`src/rtl/id_skid_stage_pkg.sv`:
```
// Shared types and constants for the decode skid stage: instruction types,
// extender select encodings, field positions and the buffer state enum.
package id_skid_stage_pkg;

    typedef enum logic [2:0] {
        TYPE_A   = 3'b000,
        TYPE_B   = 3'b001,
        TYPE_C   = 3'b010,
        TYPE_D_L = 3'b011,
        TYPE_D_U = 3'b100,
        TYPE_F   = 3'b101,
        TYPE_G   = 3'b110,
        TYPE_ILL = 3'b111
    } instr_type_e;

    localparam int TYPE_HI = 31;
    localparam int TYPE_LO = 29;
    localparam int U_BIT   = 28;
    localparam int IMM_HI  = 25;
    localparam int IMM_LO  = 0;

    localparam logic [1:0] IMM_SEL_BF   = 2'b00;
    localparam logic [1:0] IMM_SEL_C    = 2'b01;
    localparam logic [1:0] IMM_SEL_G    = 2'b10;
    localparam logic [3:0] IMM_SRC_D_LO = 4'b1100;
    localparam logic [3:0] IMM_SRC_D_HI = 4'b1110;
    localparam logic [3:0] IMM_SRC_NONE = 4'b0000;

    typedef enum logic [1:0] {
        S_EMPTY = 2'd0,
        S_ONE   = 2'd1,
        S_TWO   = 2'd2
    } state_e;

    typedef struct packed {
        logic [31:0] pc;
        logic [31:0] instr;
        logic [25:0] imm_in;
        logic [3:0]  imm_src;
        logic        uses_imm;
        logic        illegal;
    } entry_t;

    // Sign-selectable extender modes carry the unsigned flag in bit 0.
    function automatic logic [3:0] imm_src_sel(input logic [1:0] sel, input logic u);
        return {sel, 1'b0, u};
    endfunction

endpackage

```
`src/rtl/id_skid_stage_if.sv`:
```
// Fetch-side and execute-side signals of the decode skid stage.
// Handshake: a word moves when valid & ready are both high on a rising edge;
// the sender holds payload stable while valid=1 and ready=0.
interface id_skid_stage_if;
    logic        in_valid;
    logic        in_ready;
    logic [31:0] in_instr;
    logic [31:0] in_pc;
    logic        flush;
    logic        out_valid;
    logic        out_ready;
    logic [31:0] out_pc;
    logic [31:0] out_instr;
    logic [25:0] out_imm_in;
    logic [3:0]  out_imm_src;
    logic        out_uses_imm;
    logic        out_illegal;

    modport slave (
        input  in_valid, in_instr, in_pc, flush, out_ready,
        output in_ready, out_valid, out_pc, out_instr, out_imm_in,
               out_imm_src, out_uses_imm, out_illegal
    );

    modport master (
        output in_valid, in_instr, in_pc, flush, out_ready,
        input  in_ready, out_valid, out_pc, out_instr, out_imm_in,
               out_imm_src, out_uses_imm, out_illegal
    );
endinterface

```
`src/rtl/id_skid_stage_id_field_decode.sv`:
```
// Combinational instruction field decode: immediate field, extender select,
// immediate usage and illegal-type detection.
module id_field_decode
    import id_skid_stage_pkg::*;
(
    input  logic [31:0] instr,
    output logic [25:0] imm_in,
    output logic [3:0]  imm_src,
    output logic        uses_imm,
    output logic        illegal
);

    instr_type_e itype;
    logic        u;

    assign itype  = instr_type_e'(instr[TYPE_HI:TYPE_LO]);
    assign u      = instr[U_BIT];
    assign imm_in = instr[IMM_HI:IMM_LO];

    always_comb begin
        imm_src  = IMM_SRC_NONE;
        uses_imm = 1'b1;
        illegal  = 1'b0;
        case (itype)
            TYPE_A:   uses_imm = 1'b0;
            TYPE_B,
            TYPE_F:   imm_src  = imm_src_sel(IMM_SEL_BF, u);
            TYPE_C:   imm_src  = imm_src_sel(IMM_SEL_C, u);
            TYPE_G:   imm_src  = imm_src_sel(IMM_SEL_G, u);
            TYPE_D_L: imm_src  = IMM_SRC_D_LO;
            TYPE_D_U: imm_src  = IMM_SRC_D_HI;
            default: begin
                uses_imm = 1'b0;
                illegal  = 1'b1;
            end
        endcase
    end

endmodule

```
`src/rtl/id_skid_stage.sv`:
```
// Two-entry decode skid buffer between fetch and execute; all outputs registered.
// Define ID_ILLEGAL_TRAP_EN to forward illegal words flagged instead of dropping them.
module id_skid_stage
    import id_skid_stage_pkg::*;
(
    input  logic             clk,
    input  logic             rst,
    id_skid_stage_if.slave   bus,
    output state_e           state_dbg
);

    state_e state_q, state_d;
    entry_t head_q, head_d;
    entry_t skid_q, skid_d;
    entry_t in_entry;

    logic [25:0] dec_imm_in;
    logic [3:0]  dec_imm_src;
    logic        dec_uses_imm;
    logic        dec_illegal;
    logic        enq_ok;
    logic        in_fire;
    logic        out_fire;
    logic        push;

    id_field_decode u_decode (
        .instr    (bus.in_instr),
        .imm_in   (dec_imm_in),
        .imm_src  (dec_imm_src),
        .uses_imm (dec_uses_imm),
        .illegal  (dec_illegal)
    );

    always_comb begin
        in_entry.pc       = bus.in_pc;
        in_entry.instr    = bus.in_instr;
        in_entry.imm_in   = dec_imm_in;
        in_entry.imm_src  = dec_imm_src;
        in_entry.uses_imm = dec_uses_imm;
`ifdef ID_ILLEGAL_TRAP_EN
        in_entry.illegal  = dec_illegal;
        enq_ok            = 1'b1;
`else
        // Illegal words are consumed from fetch but never enter the buffer.
        in_entry.illegal  = 1'b0;
        enq_ok            = ~dec_illegal;
`endif
    end

    assign bus.in_ready  = (state_q != S_TWO);
    assign bus.out_valid = (state_q != S_EMPTY);
    assign in_fire       = bus.in_valid & bus.in_ready;
    assign out_fire      = bus.out_valid & bus.out_ready;
    assign push          = in_fire & enq_ok;

    always_comb begin
        state_d = state_q;
        head_d  = head_q;
        skid_d  = skid_q;
        case (state_q)
            S_EMPTY: begin
                if (push) begin
                    state_d = S_ONE;
                    head_d  = in_entry;
                end
            end
            S_ONE: begin
                if (push && out_fire) begin
                    head_d = in_entry;
                end else if (push) begin
                    state_d = S_TWO;
                    skid_d  = in_entry;
                end else if (out_fire) begin
                    state_d = S_EMPTY;
                end
            end
            S_TWO: begin
                if (out_fire) begin
                    state_d = S_ONE;
                    head_d  = skid_q;
                end
            end
            default: state_d = S_EMPTY;
        endcase
        if (bus.flush) begin
            state_d = S_EMPTY;
        end
    end

    always_ff @(posedge clk or posedge rst) begin
        if (rst) begin
            state_q <= S_EMPTY;
            head_q  <= '0;
            skid_q  <= '0;
        end else begin
            state_q <= state_d;
            head_q  <= head_d;
            skid_q  <= skid_d;
        end
    end

    assign bus.out_pc       = head_q.pc;
    assign bus.out_instr    = head_q.instr;
    assign bus.out_imm_in   = head_q.imm_in;
    assign bus.out_imm_src  = head_q.imm_src;
    assign bus.out_uses_imm = head_q.uses_imm;
    assign bus.out_illegal  = head_q.illegal;
    assign state_dbg        = state_q;

endmodule

```
`src/flat_wrapper.sv`:
```
// flat-port wrapper written by rule: the top's interface ports become plain ports
module id_skid_stage_flat import id_skid_stage_pkg::*;
  (clk, rst, state_dbg, bus_in_valid, bus_in_instr, bus_in_pc, bus_flush, bus_out_ready, bus_in_ready, bus_out_valid, bus_out_pc, bus_out_instr, bus_out_imm_in, bus_out_imm_src, bus_out_uses_imm, bus_out_illegal);
  id_skid_stage_if bus_i ();
  input  logic clk;
  input  logic rst;
  output state_e state_dbg;
  input wire logic [$bits(bus_i.in_valid)-1:0] bus_in_valid;
  input wire logic [$bits(bus_i.in_instr)-1:0] bus_in_instr;
  input wire logic [$bits(bus_i.in_pc)-1:0] bus_in_pc;
  input wire logic [$bits(bus_i.flush)-1:0] bus_flush;
  input wire logic [$bits(bus_i.out_ready)-1:0] bus_out_ready;
  output wire logic [$bits(bus_i.in_ready)-1:0] bus_in_ready;
  output wire logic [$bits(bus_i.out_valid)-1:0] bus_out_valid;
  output wire logic [$bits(bus_i.out_pc)-1:0] bus_out_pc;
  output wire logic [$bits(bus_i.out_instr)-1:0] bus_out_instr;
  output wire logic [$bits(bus_i.out_imm_in)-1:0] bus_out_imm_in;
  output wire logic [$bits(bus_i.out_imm_src)-1:0] bus_out_imm_src;
  output wire logic [$bits(bus_i.out_uses_imm)-1:0] bus_out_uses_imm;
  output wire logic [$bits(bus_i.out_illegal)-1:0] bus_out_illegal;
  assign bus_i.in_valid = bus_in_valid;
  assign bus_i.in_instr = bus_in_instr;
  assign bus_i.in_pc = bus_in_pc;
  assign bus_i.flush = bus_flush;
  assign bus_i.out_ready = bus_out_ready;
  assign bus_in_ready = bus_i.in_ready;
  assign bus_out_valid = bus_i.out_valid;
  assign bus_out_pc = bus_i.out_pc;
  assign bus_out_instr = bus_i.out_instr;
  assign bus_out_imm_in = bus_i.out_imm_in;
  assign bus_out_imm_src = bus_i.out_imm_src;
  assign bus_out_uses_imm = bus_i.out_uses_imm;
  assign bus_out_illegal = bus_i.out_illegal;
  id_skid_stage u_core (.clk(clk), .rst(rst), .bus(bus_i), .state_dbg(state_dbg));
endmodule
```
`config.mk`:
```
export PLATFORM = sky130hd
export DESIGN_NAME = id_skid_stage_flat
export DESIGN_NICKNAME = d
export VERILOG_FILES = /design/src/rtl/id_skid_stage_pkg.sv /design/src/rtl/id_skid_stage_if.sv /design/src/rtl/id_skid_stage_id_field_decode.sv /design/src/rtl/id_skid_stage.sv /design/src/flat_wrapper.sv
export SDC_FILE = /design/constraint.sdc
export NUM_CORES = 1
export LEC_CHECK = 0
export ABC_CLOCK_PERIOD_IN_PS = 10800
export BUFFER_PORTS_ARGS = -buffer_cell sky130_fd_sc_hd__buf_2
export CAP_MARGIN = 20
export CORE_MARGIN = 4
export CORE_UTILIZATION = 57
export CTS_BUF_LIST = sky130_fd_sc_hd__clkbuf_8 sky130_fd_sc_hd__clkbuf_16
export DETAILED_ROUTE_END_ITERATION = 10
export PLACE_DENSITY = 0.84
export SYNTH_ARGS = -nofsm -noshare
export SYNTH_HDL_FRONTEND = slang
export SYNTH_SLANG_ARGS = --single-unit
```
`constraint.sdc`:
```
create_clock -name clk -period 10.8 [get_ports clk]
set_input_delay 2.16 -clock clk [delete_from_list [all_inputs] [get_ports clk]]
set_output_delay 2.16 -clock clk [all_outputs]
set_load 0.01 [all_outputs]
```
==> results of run 1 <==
-- flip-flops by register name (all words and copies together), names as in the netlist --
register,flops
u_core.bus.out_pc,32
u_core.bus.out_imm_in,25
u_core.state_dbg,2
u_core.skid_q,69
u_core.bus.out_uses_imm,1
u_core.bus.out_imm_src,4
u_core.bus.out_instr,7
-- cell usage after synthesis --
library cell	instances
dfrtp_1	140
nand2b_1	66
mux2_2	48
o221a_2	35
o221a_1	29
buf_4	28
mux2_4	19
buf_2	16
buf_6	9
inv_1	7
clkbuf_1	6
nand3_1	5
a31oi_1	3
and2_1	3
nor2_1	3
a211oi_1	2
a21oi_1	2
nor3_1	2
o21ai_0	2
o32ai_1	2
a221o_1	1
a221oi_1	1
a41oi_1	1
and3_1	1
and3b_1	1
conb_1	1
mux2i_1	1
nand2_1	1
nand3_4	1
nand3b_1	1
nand4b_1	1
nor2b_1	1
nor2b_2	1
nor3b_1	1
nor4bb_1	1
o22a_1	1
o31ai_2	1
or2_2	1
or3b_2	1
xor2_1	1
-- power groups by stage --
| stage | logic (mW) | registers, mW | clock network [mW] |
|---|---|---|---|
| 2_1_floorplan | 0.212 | 0.722 | 0 |
| 3_3_place_gp | 0.300 | 0.710 | 0 |
| 3_5_place_dp | 0.314 | 0.718 | 0 |
| 4_1_cts | 0.317 | 0.712 | 0.555 |
| 5_1_grt | 0.336 | 0.728 | 0.585 |
| 6_report | 0.312 | 0.713 | 0.547 |
-- area by class of cell --
type | instances | area (um^2)
inverters | 7 | 31.3
flip-flops and latches | 140 | 3500
well taps | 136 | 170
fillers | 741 | 3000
multi-input cells | 241 | 2280
repair buffers | 173 | 913
clock inverters | 9 | 70.1
clock buffers | 23 | 497
-- cells in the final DEF, fill, tap and decap left out, drive strengths merged, types with 3 or more instances in the layout --
master,count
nor2,3
buf,173
nand3,6
clkbuf,23
and2,3
o221a,64
inv,11
a31oi,3
dfrtp,140
nand2b,66
mux2,67
-- worst reg2reg max path: stages (launching register included) --
cell	delay (ps)
dfrtp_1	470
nor2b_1	610
nand3_2	680
buf_4	530
o221a_2	330
-- metrics by stage --
step                hold WS [ps]  worst slack [ps]  std cells
floorplan                    470              4890        447
global placement             478              6330        695
detailed placement           484              6210        696
CTS                          497              6730        728
global route                 509              6660        729
finish                       495              6770        729
-- cells by family after synthesis --
family / Yosys count / share of synthesized area (%)
flops: 140 / 56.4
simple gates: 91 / 9.31
compound gates: 80 / 13.5
mux: 68 / 13.5
buf+inv: 66 / 7.09
xor+xnor: 1 / 0.141
other cells: 1 / 0.0604
-- metal layers --
metal	vias to the layer above	share of wire, %	routed length [um]
met3	19	7.1	985
li1	1880	-	-
met4	0	1.2	169
met1	2155	42	5820
met5	-	0	0
met2	171	50	6920
-- path summary, 6_finish.rpt --
path	depth (start not counted)	slack (ps)	endpoint
worst max-delay path	5	6770	u_core.bus.out_pc[0]$_DFFE_PP0P_
worst min-delay path	1	490	u_core.skid_q[85]$_DFFE_PP0P_
worst max register to register	4	8070	u_core.bus.out_pc[0]$_DFFE_PP0P_
worst min register to register	1	490	u_core.skid_q[85]$_DFFE_PP0P_
max in group asynchronous	3	7740	u_core.bus.out_pc[20]$_DFFE_PP0P_
min in group asynchronous	2	1710	u_core.bus.out_pc[28]$_DFFE_PP0P_
==> results_dict.tcl, run 1 <==
set metrics [dict create \
    post_dp_cell_area_um2 6880 \
    fin_nets 649 \
    min_from "u_core.skid_q[85]$_DFFE_PP0P_" \
    numCtsBuffers 17 \
    switching_share_pct 26.0 \
    grt_pass1_wl_um 23200 \
    path_buf_inv 2 \
    port_buffers 167 \
    fmax_ghz 0.248 \
    cts_tree "built" \
    hold_path.class "register to register" \
    synth_top_cell_area_share_pct 56.4 \
    routabilityCongestion 0.764 \
    cp_cell_sequence "buf_2, nor2b_1, nand3_2, buf_4, o221a_2" \
    io_pins 169 \
    critPathKind "input pin to register" \
    vdd_ir_drop_max_mv 0.0977 \
    netlist_instances 447 \
    drive_above_1_share_pct 52.4 \
    grt_use_total_pct 22.8 \
    drc 0 \
    cts.path.max_buffers 2 \
    drv_slew 0 \
    fin_setup_tns_ps 0 \
    pwr-share-clk_pct 34.8 \
    top_usage_layer "met2" \
    finalPower_mw 1.57 \
    p_leak_nw 3.39 \
    ant_nets 0 \
    seq_area_frac_synth_pct 56.4 \
    synth_area_leaders "dfrtp_1, mux2_2, nand2b_1, o221a_2, o221a_1" \
    viasPerCell 5.80 \
    intPower_mw 1.16 \
    maxSlewHeadroom_pct 39.4 \
    grt_start_max_net_pins 76 \
    yosysWarnings 0 \
    htreeDepth 4 \
    crit_path_start "bus_in_valid" \
    design.die.area_um2 12600 \
    grt_pass1_vias 4486 \
    r2r_start "u_core.state_dbg[1]$_DFFE_PP0P_" \
    antenna_found_initial 0 \
    timing.final.crit_share_pct 37.3 \
    met1_usage_pct 30.2 \
    die_w_um 112 \
    initial_core_util_pct 59.4 \
    cts_repair_resize_count 0 \
    core_um2 10500 \
    cp.required_ps 11200 \
    clk_latency_ps 520 \
    routed_wl_um 13900 \
    critical-path-slowest-cell "nand3_2" \
    cp-end-kind "register" \
    power.density_nw_per_um2 211 \
    drtIter0Drc 270 \
    ys_ff_latch 140 \
    outcome "complete, no violations" \
    maxCapViolCount 0 \
    comb_power_share_pct 19.8 \
    global_route.usage.met2_pct 37.1 \
    clock_skew_ps 7.51 \
    die_h_um 112 \
    yosysTopAreaCell "dfrtp_1" \
    post_cts_buffers 0 \
    hpwl_um 9080 \
    worst_pin_slew_ps 909 \
    rows 37 \
    seqPwrFrac_pct 45.4 \
    path_max_fanout 33 \
    p_switching_uw 408 \
    syn_avg_cell_area_um2 13.9 \
    setup_viol 0 \
    clk_pin_slew_worst_paths_ps 60 \
    post-route-util_pct 71.4 \
    vias 4225 \
    rsz0062_at_grt "false" \
    period_minus_slack_ps 4030 \
    synth_cell_types 40 \
    syn_nets 516 \
    root_buffer "clkbuf_8" \
    hold_violations 0 \
    cts_hold_buffers 0 \
    grtUsageMet3_pct 6.47 \
    critPathMaxStageDelay_ps 680 \
    drtPass1Iterations 4 \
    wire_per_inst_um 19.1 \
    synthToLayoutAreaGrowth_pct 20.2 \
    clock-sinks 140 \
    final_cell_area_um2 7470 \
    syn_area_um2 6210 \
    diodes 0 \
    worst_setup_path_start_kind "input pin" \
    critPathArrivalTime_ps 4430 \
    crit_family "simple AND/OR/NAND/NOR gates" \
    grt_overflow 0 \
]
Power figures use the tool's default switching activity.
==> run 2: changes to the inputs <==
--- a/config.mk
+++ b/config.mk
@@ -5,14 +5,14 @@
 export SDC_FILE = /design/constraint.sdc
 export NUM_CORES = 1
 export LEC_CHECK = 0
-export ABC_CLOCK_PERIOD_IN_PS = 10800
+export ABC_CLOCK_PERIOD_IN_PS = 3700
 export BUFFER_PORTS_ARGS = -buffer_cell sky130_fd_sc_hd__buf_2
 export CAP_MARGIN = 20
 export CORE_MARGIN = 4
-export CORE_UTILIZATION = 57
+export CORE_UTILIZATION = 47
 export CTS_BUF_LIST = sky130_fd_sc_hd__clkbuf_8 sky130_fd_sc_hd__clkbuf_16
 export DETAILED_ROUTE_END_ITERATION = 10
-export PLACE_DENSITY = 0.84
+export PLACE_DENSITY = 0.74
 export SYNTH_ARGS = -nofsm -noshare
 export SYNTH_HDL_FRONTEND = slang
 export SYNTH_SLANG_ARGS = --single-unit
==> constraint.sdc (replaced) <==
create_clock -name clk -period 3.7 [get_ports clk]
set_input_delay 0.74 -clock clk [delete_from_list [all_inputs] [get_ports clk]]
set_output_delay 0.74 -clock clk [all_outputs]
set_load 0.01 [all_outputs]
==> run 2 against run 1 <==
Global-route usage shrank 3.4 points. Worst setup slack lost 5500 ps. Die area increased by 20%. Largest cell class unchanged. Non-clock buffer count grew 2. Combinational power increased to 2.9 times the previous value. Critical endpoint is now u_core.bus.out_imm_in[19]$_DFFE_PP0P_. Highest routed layer unchanged. Register-to-register slack worse by 6700 ps. Clock power rose to 3.5 times the previous value. Power increased to 3.1 times the previous value.
==> results_dict.tcl, run 2 (synthesized netlist as in run 1, its figures left out) <==
set metrics [dict create \
    synthToLayoutAreaGrowth_pct 22.8 \
    drtIter0Drc 237 \
    hold_path.class "input pin to async pin" \
    maxSlewHeadroom_pct 53.9 \
    grt_start_max_net_pins 70 \
    fin_setup_tns_ps 0 \
    critPathMaxStageDelay_ps 620 \
    drc 0 \
    initial_core_util_pct 48.6 \
    clk_pin_slew_worst_paths_ps 60 \
    post_cts_buffers 0 \
    period_minus_slack_ps 2390 \
    rows 41 \
    largest-register "u_core.skid_q" \
    drtPass1Iterations 4 \
    hpwl_um 9350 \
    cts.path.max_buffers 2 \
    whs_ps 422 \
    outcome "complete, no violations" \
    finalPower_mw 4.90 \
    cp.required_ps 4000 \
    wire_per_inst_um 18.2 \
    viasPerCell 5.49 \
    core_um2 12800 \
    final_common_cell "buf_2" \
    htreeDepth 4 \
    port_buffers 167 \
    cts_repair_resize_count 0 \
    grt_pass1_vias 4392 \
    clock_skew_ps 7.30 \
    critical-path-slowest-cell "nand3_2" \
    grt_use_total_pct 19.4 \
    cts_tree "built" \
    critPathArrivalTime_ps 2690 \
    cp_cell_sequence "buf_2, nand3_1, nand3_2, buf_4, o221a_2" \
    numCtsBuffers 17 \
    path_max_fanout 33 \
    grt_overflow 0 \
    worst_pin_slew_ps 690 \
    worst_setup_path_start_kind "input pin" \
    power.density_nw_per_um2 642 \
    diodes 0 \
    design.die.area_um2 15100 \
    p_leak_nw 3.43 \
    clk_latency_ps 410 \
    root_buffer "clkbuf_16" \
    io_pins 169 \
    vdd_ir_drop_max_mv 0.346 \
    rsz0062_at_grt "false" \
    hold_violations 0 \
    fmax_ghz 0.418 \
    final_cell_mix "buf_2, dfrtp_1, nand2b_1" \
    reg2regPathDepth 4 \
    clock-sinks 140 \
    routabilityCongestion 0.767 \
    drv_slew 0 \
    die_w_um 123 \
    fillers 986 \
    cp-end-kind "register" \
    die_h_um 123 \
    antenna_found_initial 0 \
    critPathKind "input pin to register" \
    vias 4210 \
    cts_hold_buffers 0 \
    maxCapViolCount 0 \
    fin_nets 651 \
    grt_pass1_wl_um 22700 \
    largest_reg_flops 69 \
    setup_viol 0 \
    drive_above_1_share_pct 52.9 \
    timing.final.crit_share_pct 64.6 \
    ant_nets 0 \
    routed_wl_um 14000 \
]
## run 2: area by class of cell
type                            count  area, um^2  share of cell area (%)
Sequential cell                   140        3500                    45.9
Multi-Input combinational cell    241        2280                    29.9
Timing Repair Buffer              175         921                    12.1
Clock buffer                       19         453                    5.94
Clock inverter                     13         221                    2.90
Tap cell                          172         215                    2.82
Inverter                            7        30.0                   0.394
## run 2: critical path, delay by kind of cell
kind / cells / cell delay (ps)
buffers and inverters: 2 / 660
and+or+nand+nor: 2 / 940
AOI/OAI and AO/OA: 1 / 320
## run 2: power by group
part / leakage (nW) / internal [mW] / switching (mW)
registers: 1.63 / 1.88 / 0.190
logic: 1.47 / 0.524 / 0.383
clock network: 0.332 / 1.29 / 0.624
## run 2: final timing paths
check | end | slack [ps] | startpoint
setup / recovery | u_core.bus.out_imm_in[19]$_DFFE_PP0P_ | 1310 | bus_in_instr[30]
hold / removal | u_core.bus.out_imm_in[9]$_DFFE_PP0P_ | 420 | rst
setup reg to reg | u_core.skid_q[63]$_DFFE_PP0P_ | 1330 | u_core.state_dbg[0]$_DFFE_PP0P_
hold reg to reg | u_core.skid_q[60]$_DFFE_PP0P_ | 500 | u_core.skid_q[60]$_DFFE_PP0P_
max in group asynchronous | u_core.bus.out_pc[19]$_DFFE_PP0P_ | 2320 | rst
min in group clk | u_core.skid_q[60]$_DFFE_PP0P_ | 500 | u_core.skid_q[60]$_DFFE_PP0P_
## run 2: per-stage QoR
| stage | cell area [um^2] | cells | setup WS (ps) | util (%) |
|---|---|---|---|---|
| floorplan | 6210 | 447 | 1210 | - |
| global placement | 6950 | 735 | 963 | 54.4 |
| detailed placement | 6950 | 735 | 925 | 54.4 |
| CTS | 7630 | 767 | 1320 | 59.7 |
| global route | 7630 | 767 | 1190 | 59.7 |
| finish | 7630 | 767 | 1310 | 59.7 |
## run 2: per-layer routing
layer	vias up	track usage [%]	part of all wire, %
met3	26	6.50	8.1
met1	2121	25.0	43
met5	-	0	0
met2	167	30.5	47
met4	0	7.70	1.8
li1	1896	-	-
